File: src/rtl/sid_i2s_pkg.sv
// sid_i2s_pkg: shared constants, types and the 16-bit saturator for the SID I2S transmitter.
package sid_i2s_pkg;
  localparam int SLOT_BITS = 16;
  localparam int FRAME_BITS = 32;
  localparam int LEFT_LAST_POS = 15;
  typedef logic signed [SLOT_BITS-1:0] sample_t;
  typedef logic [4:0] frame_pos_t;
  function automatic sample_t sat16(input logic signed [16:0] v);
    return v > 17'sd32767 ? 16'sh7FFF : v < -17'sd32768 ? 16'sh8000 : v[15:0];
  endfunction
endpackage

File: src/rtl/sid_i2s_if.sv
// sid_i2s_if: sample input and I2S pin bundle between the SID audio path and the DAC.
interface sid_i2s_if;
  import sid_i2s_pkg::*;
  sample_t iIn;
  logic iMute;
  logic oBclk;
  logic oLrclk;
  logic oSdata;
  logic oSampleStrobe;
  modport master(output iIn, iMute, input oBclk, oLrclk, oSdata, oSampleStrobe);
  modport slave(input iIn, iMute, output oBclk, oLrclk, oSdata, oSampleStrobe);
endinterface

File: src/rtl/sid_dc_block.sv
// sid_dc_block: leaky DC tracker; subtracts the tracked offset with saturation, updates on iEn.
module sid_dc_block import sid_i2s_pkg::*; #(
  parameter int DC_SHIFT = 10
) (
  input  logic    clk,
  input  logic    iRstN,
  input  logic    iEn,
  input  sample_t iX,
  output sample_t oY
);
  logic signed [31:0] dc_q, dc_d, err;
  always_comb begin
    err  = $signed({iX, 16'h0000}) - dc_q;
    dc_d = iEn ? dc_q + (err >>> DC_SHIFT) : dc_q;
    oY   = sat16({iX[15], iX} - {dc_q[31], dc_q[31:16]});
  end
  always_ff @(posedge clk or negedge iRstN)
    if (!iRstN) dc_q <= '0;
    else dc_q <= dc_d;
endmodule

File: src/rtl/sid_i2s_tx.sv
// sid_i2s_tx: Philips I2S serialiser, mono sample on both slots, self-generated BCLK/LRCLK.
// Optional DC removal on the captured word when SID_I2S_DC_BLOCK_EN is defined.
module sid_i2s_tx import sid_i2s_pkg::*; #(
  parameter int CLK_DIV  = 8,
  parameter int DC_SHIFT = 10
) (
  input logic      clk,
  input logic      iRstN,
  sid_i2s_if.slave bus
);
  localparam int DW = CLK_DIV > 1 ? $clog2(CLK_DIV) : 1;
  logic [DW-1:0] div_cnt_q, div_cnt_d;
  logic bclk_q, bclk_d, lrclk_q, lrclk_d, sdata_q, sdata_d, strobe_q, strobe_d;
  frame_pos_t pos_q, pos_d;
  logic [FRAME_BITS-1:0] shreg_q, shreg_d;
  logic tc, fall, start;
  sample_t proc, word;
`ifdef SID_I2S_DC_BLOCK_EN
  sid_dc_block #(.DC_SHIFT(DC_SHIFT)) u_dc (
    .clk(clk), .iRstN(iRstN), .iEn(start), .iX(bus.iIn), .oY(proc)
  );
`else
  logic unused_dc_shift;
  assign unused_dc_shift = ^DC_SHIFT;
  assign proc = bus.iIn;
`endif
  always_comb begin
    tc        = div_cnt_q == DW'(CLK_DIV - 1);
    fall      = tc & bclk_q;
    start     = fall & (pos_q == frame_pos_t'(FRAME_BITS - 1));
    word      = bus.iMute ? '0 : proc;
    div_cnt_d = tc ? '0 : div_cnt_q + 1'b1;
    bclk_d    = tc ? ~bclk_q : bclk_q;
    pos_d     = fall ? pos_q + 5'd1 : pos_q;
    lrclk_d   = fall ? pos_d > frame_pos_t'(LEFT_LAST_POS) : lrclk_q;
    sdata_d   = fall ? shreg_q[FRAME_BITS-1] : sdata_q;
    shreg_d   = start ? {word, word} : fall ? shreg_q << 1 : shreg_q;
    strobe_d  = start;
  end
  always_ff @(posedge clk or negedge iRstN)
    if (!iRstN) begin
      div_cnt_q <= '0;
      bclk_q    <= 1'b0;
      pos_q     <= frame_pos_t'(FRAME_BITS - 1);
      lrclk_q   <= 1'b1;
      sdata_q   <= 1'b0;
      strobe_q  <= 1'b0;
      shreg_q   <= '0;
    end else begin
      div_cnt_q <= div_cnt_d;
      bclk_q    <= bclk_d;
      pos_q     <= pos_d;
      lrclk_q   <= lrclk_d;
      sdata_q   <= sdata_d;
      strobe_q  <= strobe_d;
      shreg_q   <= shreg_d;
    end
  assign bus.oBclk         = bclk_q;
  assign bus.oLrclk        = lrclk_q;
  assign bus.oSdata        = sdata_q;
  assign bus.oSampleStrobe = strobe_q;
endmodule

File: src/flat_wrapper.sv
// flat-port wrapper written by rule: the top's interface ports become plain ports
module sid_i2s_tx_flat import sid_i2s_pkg::*;
#(
  parameter int CLK_DIV  = 8,
  parameter int DC_SHIFT = 10
)
  (clk, iRstN, bus_iIn, bus_iMute, bus_oBclk, bus_oLrclk, bus_oSdata, bus_oSampleStrobe);
  sid_i2s_if bus_i ();
  input logic clk;
  input logic iRstN;
  input wire logic [$bits(bus_i.iIn)-1:0] bus_iIn;
  input wire logic [$bits(bus_i.iMute)-1:0] bus_iMute;
  output wire logic [$bits(bus_i.oBclk)-1:0] bus_oBclk;
  output wire logic [$bits(bus_i.oLrclk)-1:0] bus_oLrclk;
  output wire logic [$bits(bus_i.oSdata)-1:0] bus_oSdata;
  output wire logic [$bits(bus_i.oSampleStrobe)-1:0] bus_oSampleStrobe;
  assign bus_i.iIn = bus_iIn;
  assign bus_i.iMute = bus_iMute;
  assign bus_oBclk = bus_i.oBclk;
  assign bus_oLrclk = bus_i.oLrclk;
  assign bus_oSdata = bus_i.oSdata;
  assign bus_oSampleStrobe = bus_i.oSampleStrobe;
  sid_i2s_tx #(.CLK_DIV(CLK_DIV), .DC_SHIFT(DC_SHIFT)) u_core (.clk(clk), .iRstN(iRstN), .bus(bus_i));
endmodule
File: config.mk
export PLATFORM = sky130hd
export DESIGN_NAME = sid_i2s_tx_flat
export DESIGN_NICKNAME = d
export VERILOG_FILES = /design/src/rtl/sid_i2s_pkg.sv /design/src/rtl/sid_i2s_if.sv /design/src/rtl/sid_dc_block.sv /design/src/rtl/sid_i2s_tx.sv /design/src/flat_wrapper.sv
export SDC_FILE = /design/constraint.sdc
export NUM_CORES = 1
export LEC_CHECK = 0
export CAP_MARGIN = 20
export CORE_MARGIN = 3
export CORE_UTILIZATION = 55
export CTS_BUF_LIST = sky130_fd_sc_hd__clkbuf_16
export CTS_CLUSTER_SIZE = 20
export DETAILED_ROUTE_END_ITERATION = 12
export GPL_TIMING_DRIVEN = 0
export PLACE_DENSITY = 0.78
export SYNTH_ARGS = -nofsm -noshare
export SYNTH_HDL_FRONTEND = slang
export SYNTH_HIERARCHICAL = 1
export SYNTH_SLANG_ARGS = --single-unit
File: constraint.sdc
create_clock -name clk -period 2.43 [get_ports clk]
set_input_delay 0.6075 -clock clk [delete_from_list [all_inputs] [get_ports clk]]
set_output_delay 0.6075 -clock clk [all_outputs]
set_load 0.01 [all_outputs]
## Word level (Yosys, flattened, before mapping)

Cells that the tools add are included.

- Flip-flop bits (word level): 44
- Bits in latches: 0
- RAM bits: 0
- Memory bits (read-only): 0
- Output and inout bits: 4
- Word-level logic and storage cells: 21
- Memories kept: 0

- $add $sub $neg: 2
- Multipliers: 0
- Div/mod/pow operators: 0
- Order comparisons: 1
- Equal/unequal tests: 2
- Shift-type cells: 0
- Multiplexer cells: 5
- Bitwise logic cells: 3
- Reductions and logical operators: 1

Operators by type and width:

| cell | count |
|---|---|
| $mux W32 | 2 |
| $mux W16 | 1 |
| $add A5 B1 Y5 const B | 1 |
| $eq A5 B5 Y1 const B | 1 |
| $gt A5 B4 Y1 const B | 1 |
| $mux W5 | 1 |
| $add A3 B1 Y3 const B | 1 |
| $eq A3 B3 Y1 const B | 1 |
| $mux W3 | 1 |
| $and A1 B1 Y1 | 2 |
| $reduce_bool A2 Y1 | 1 |
| $not A1 Y1 | 1 |

## Depth between registers and ports, before layout

- Depth in word-level cells: 4
- Gate-level depth with buffers: 7

## Least setup slack after synthesis

Ideal clock, no wire load.

- Kind: reg2reg
- Start point: register u_core.pos_q[0]
- End point: register u_core.shreg_q[22]
- Setup time: 133 ps
- Arrival: 1505 ps
- Path slack: 791 ps
- Cell stages (with the launch flop): 8
- Buffers on the path: 1
- Period minus slack after synthesis: 1639 ps
- Cell sequence: dfstp_2 > ha_1 > and3_1 > ha_1 > and2b_2 > buf_4 > a21oi_1 > o21ai_0

- Cells in the longest elaborated chain, start to end: 3

Ends and longest elaborated chain:

| what | line | RTL |
|---|---|---|
| from (decl) | sid_i2s_tx.sv:14 | `frame_pos_t pos_q, pos_d;` |
| from (signal assigned) | sid_i2s_tx.sv:44 | `pos_q <= frame_pos_t'(FRAME_BITS - 1);` |
| from (signal assigned) | sid_i2s_tx.sv:52 | `pos_q <= pos_d;` |
| $eq A5 B5 Y1 * | sid_i2s_tx.sv:30 | `start = fall & (pos_q == frame_pos_t'(FRAME_BITS - 1));` |
| $and A1 B1 Y1 * | sid_i2s_tx.sv:30 |  |
| $mux W32 or $reduce_bool A2 Y1 (tied branches) | - |  |
| to (signal assigned) | sid_i2s_tx.sv:56 | `shreg_q <= shreg_d;` |
| to (decl) | sid_i2s_tx.sv:15 | `logic [FRAME_BITS-1:0] shreg_q, shreg_d;` |

Mark *: on every way between the ends. The rest lies on a longest branch, timed or not.
A chain may end at the register's enable or synchronous reset.

## Worst setup path in the final report

- Start point: register u_core.lrclk_q, in the netlist u_core/bus.oLrclk
- End point: output bus_oLrclk

RTL lines:

| what | line | RTL |
|---|---|---|
| from (decl) | sid_i2s_tx.sv:13 | `logic bclk_q, bclk_d, lrclk_q, lrclk_d, sdata_q, sdata_d, strobe_q, strobe_d;` |
| from (signal assigned) | sid_i2s_tx.sv:53 | `lrclk_q <= lrclk_d;` |
| to (decl) | flat_wrapper.sv:14 | `output wire logic [$bits(bus_i.oLrclk)-1:0] bus_oLrclk;` |

No word-level cell between the ends.

==> run_results.csv <==
group,metric,value,unit
power,combPwrFrac,0.035,
critical_path,arrival,1.34,ns
die,core,3440,um2
placement,postPlaceCellArea,2320,um2
placement,routabilityCongestion,0.790,
placement,dp_hpwl,2990,um
logic_synthesis,synth_area_leader_cell,"dfrtp_1",
clock_tree,htree_levels,2,
grt,grt_pass1_wl,7250,um
logic_synthesis,ys_top_cells_by_count,"38 x dfrtp_1, 38 x nand2_1, 30 x a21oi_1, 30 x nor2b_1, 22 x o21ai_0",
clock_tree,postCtsHoldBufs,0,
power,power.share.clock,0.486,
logic_synthesis,syn_area,2020,um2
critical_path,worstPathMaxFanout,2,
clock_tree,cts-root-buf,"clkbuf_16",
job,cap_violations,0,
cells_and_area,nets,261,
critical_path,critPathRequiredTime,1.82,ns
timing,setup-tns-final,0,ns
clock_tree,cts_sinks,44,
power,max-vdd-ir-drop,492,uV
timing,holdWs,0.315,ns
status,outcome,"complete, no violations",
die,fp-row-count,21,
logic_synthesis,postSynthAreaPerCell,9.70,um2
critical_path,worstPathCellList,"clkdlybuf4s50_1",
die,fp.dieArea,4430,um2
timing,fin_worst_skew,0.00404,ns
logic_synthesis,ys_ff_latch,44,
logic_synthesis,yosysWarnings,6,
die,io_pins,23,
clock_tree,clk_latency,0.28,ns
logic_synthesis,yosysSeqAreaShare,0.550,
route,final_antenna_net_count,0,
timing,relSlewSlack,0.626,
logic_synthesis,synth_top_area_frac,0.471,
clock_tree,cts_resized,0,
logic_synthesis,synth_cells,208,
route,drt_first_pass_iters,4,
grt,grt_max_degree,24,
placement,io_buffers,22,
power,p_leak,1.16,nW
clock_tree,post-cts-setup-buffers,0,
die,die_h,66.6,um
critical_path,cp-start-kind,"register",
grt,first_global_vias,1581,
route,drc,0,
cells_and_area,fin_util,0.721,
clock_tree,cts_buffer_depth,2,
logic_synthesis,ys_types,25,
logic_synthesis,syn_nets,231,
critical_path,cp.depth,1,
logic_synthesis,ys.flop_type,"dfrtp_1",
timing,setup_viol,0,
timing,timing.fmax,0.514,GHz
route,dr.first_iter.drc_count,119,
clock_tree,cts_tree,"done",
timing,grt_setup_unrepaired,"no",
timing,finalHoldViolCount,0,
logic_synthesis,synthTopCellsByArea,"dfrtp_1 47%, nor2b_1 9.3%, dfstp_2 7.8%, a21oi_1 7.4%, nand2_1 7.1%",
timing,finalCritPeriodShare,0.800,
cells_and_area,drive_gt1_frac,0.130,
power,switchingPower,0.287,mW
route,routedWlPerCell,15.1,um
die,fp.dieW,66.6,um
critical_path,end_kind,"output port",
cells_and_area,design_area,2480,um2
route,dr_total_vias,1598,
critical_path,cp_slowest_stage_delay,0.53,ns
power,powerDensity,616,nW/um2
power,intPower,1.24,mW
logic_synthesis,synth_edf_count,0,
die,initial_utilization,0.586,
critical_path,slowest_stage,"dfstp_2",
clock_tree,cts_buffers,5,
critical_path,ff2ff_path_depth,7,
critical_path,crit_buf_inv,1,
critical_path,path_delay_family,"flip-flops",
route,routed_via_density,5.61,
power,seq_power_share,0.480,
timing,slew_viol_final,0,
power,p_sw_frac,0.187,
critical_path,crit_type,"register to output port",
grt,grt_overflow_total,0,
grt,grt_usage,0.221,
clock_tree,clkTransAtPathRegs,0.06,ns
route,wl,4310,um
min_path,hold_class,"input port to asynchronous set/reset pin",
grt,antenna_found_initial,0,
cells_and_area,diodes,0,
cells_and_area,syn_to_final_growth,23.0,%
timing,fin_crit,1.95,ns
timing,worst_pin_slew,0.561,ns
logic_synthesis,synthArstFlopShare,1.00,
power by group through the flow:
stage          registers [mW]  logic, mW  clock network [mW]
6_report                0.733     0.0529               0.742
3_3_place_gp            0.746     0.0483                   0
2_1_floorplan           0.746   0.000788                   0
3_5_place_dp            0.746     0.0536                   0
5_1_grt                 0.733     0.0577               0.782
4_1_cts                 0.733     0.0541               0.752
path summary, 6_finish.rpt:
| check | from | endpoint | slack [ns] |
|---|---|---|---|
| setup / recovery | u_core/bus.oLrclk$_DFFE_PN1P_ | bus_oLrclk | 0.48 |
| hold / removal | iRstN | u_core/shreg_q[2]$_DFFE_PN0P_ | 0.32 |
| setup reg to reg | u_core/pos_q[0]$_DFF_PN1_ | u_core/shreg_q[23]$_DFFE_PN0P_ | 0.54 |
| hold reg to reg | u_core/div_cnt_q[0]$_DFF_PN0_ | u_core/div_cnt_q[0]$_DFF_PN0_ | 0.44 |
| max in group asynchronous | iRstN | u_core/shreg_q[12]$_DFFE_PN0P_ | 1.62 |
| min in group clk | u_core/div_cnt_q[0]$_DFF_PN0_ | u_core/div_cnt_q[0]$_DFF_PN0_ | 0.44 |
routing by layer:
metal	share of wire	vias to the layer above	GRT usage
met4	0.018	0	0.0888
met3	0.048	8	0.0523
met2	0.50	44	0.365
met5	0	-	0
li1	-	746	-
met1	0.43	800	0.277
stage by stage:
stage	cells	total power [mW]	worst slack [ns]
6_report	285	1.53	0.485
5_1_grt	285	1.57	0.384
4_1_cts	285	1.54	0.477
3_5_place_dp	277	0.800	0.546
3_3_place_gp	276	0.795	-0.299
2_1_floorplan	208	0.747	0.791
placed cells by master, fill, tap and decap left out, types with 2 or more instances in the layout:
master	synthesis	layout
a21oi_1	30	30
and3_1	2	2
buf_2	6	7
buf_4	3	3
buf_6	3	3
clkbuf_1	2	2
clkbuf_16	0	5
clkdlybuf4s50_1	0	21
dfrtp_1	38	38
dfstp_2	6	6
ha_1	4	4
nand2_1	38	38
nor2_1	2	2
nor2b_1	30	30
o21ai_0	22	22
o21ai_1	9	9
xnor2_1	3	3
layout make-up:
class / count / area [um2]
clock inverters: 3 / 38.8
multi-input cells: 150 / 815
flip-flops and latches: 44 / 1110
well taps: 46 / 57.6
fillers: 269 / 961
repair buffers: 23 / 243
plain buffers: 14 / 93.8
clock buffers: 5 / 125
registers in the layout, indices dropped and copies added (netlist names):
register                  flops
u_core/bus.oLrclk             1
u_core/div_cnt_q              3
u_core/bus.oSdata             1
u_core/pos_q                  5
u_core/bus.oBclk              1
u_core/shreg_q               32
u_core/bus.oSampleStrobe      1
cells by family after synthesis:
logic type / after synthesis / share of synthesized area
muxes: 2 / 0.0130
AOI/OAI and AO/OA: 62 / 0.154
buffers and inverters: 14 / 0.0465
and+or+nand+nor: 78 / 0.194
xor gates and xnor gates: 4 / 0.0174
adders and majority gates: 4 / 0.0248
DFF: 44 / 0.550
(Power assumes the default switching activity.)
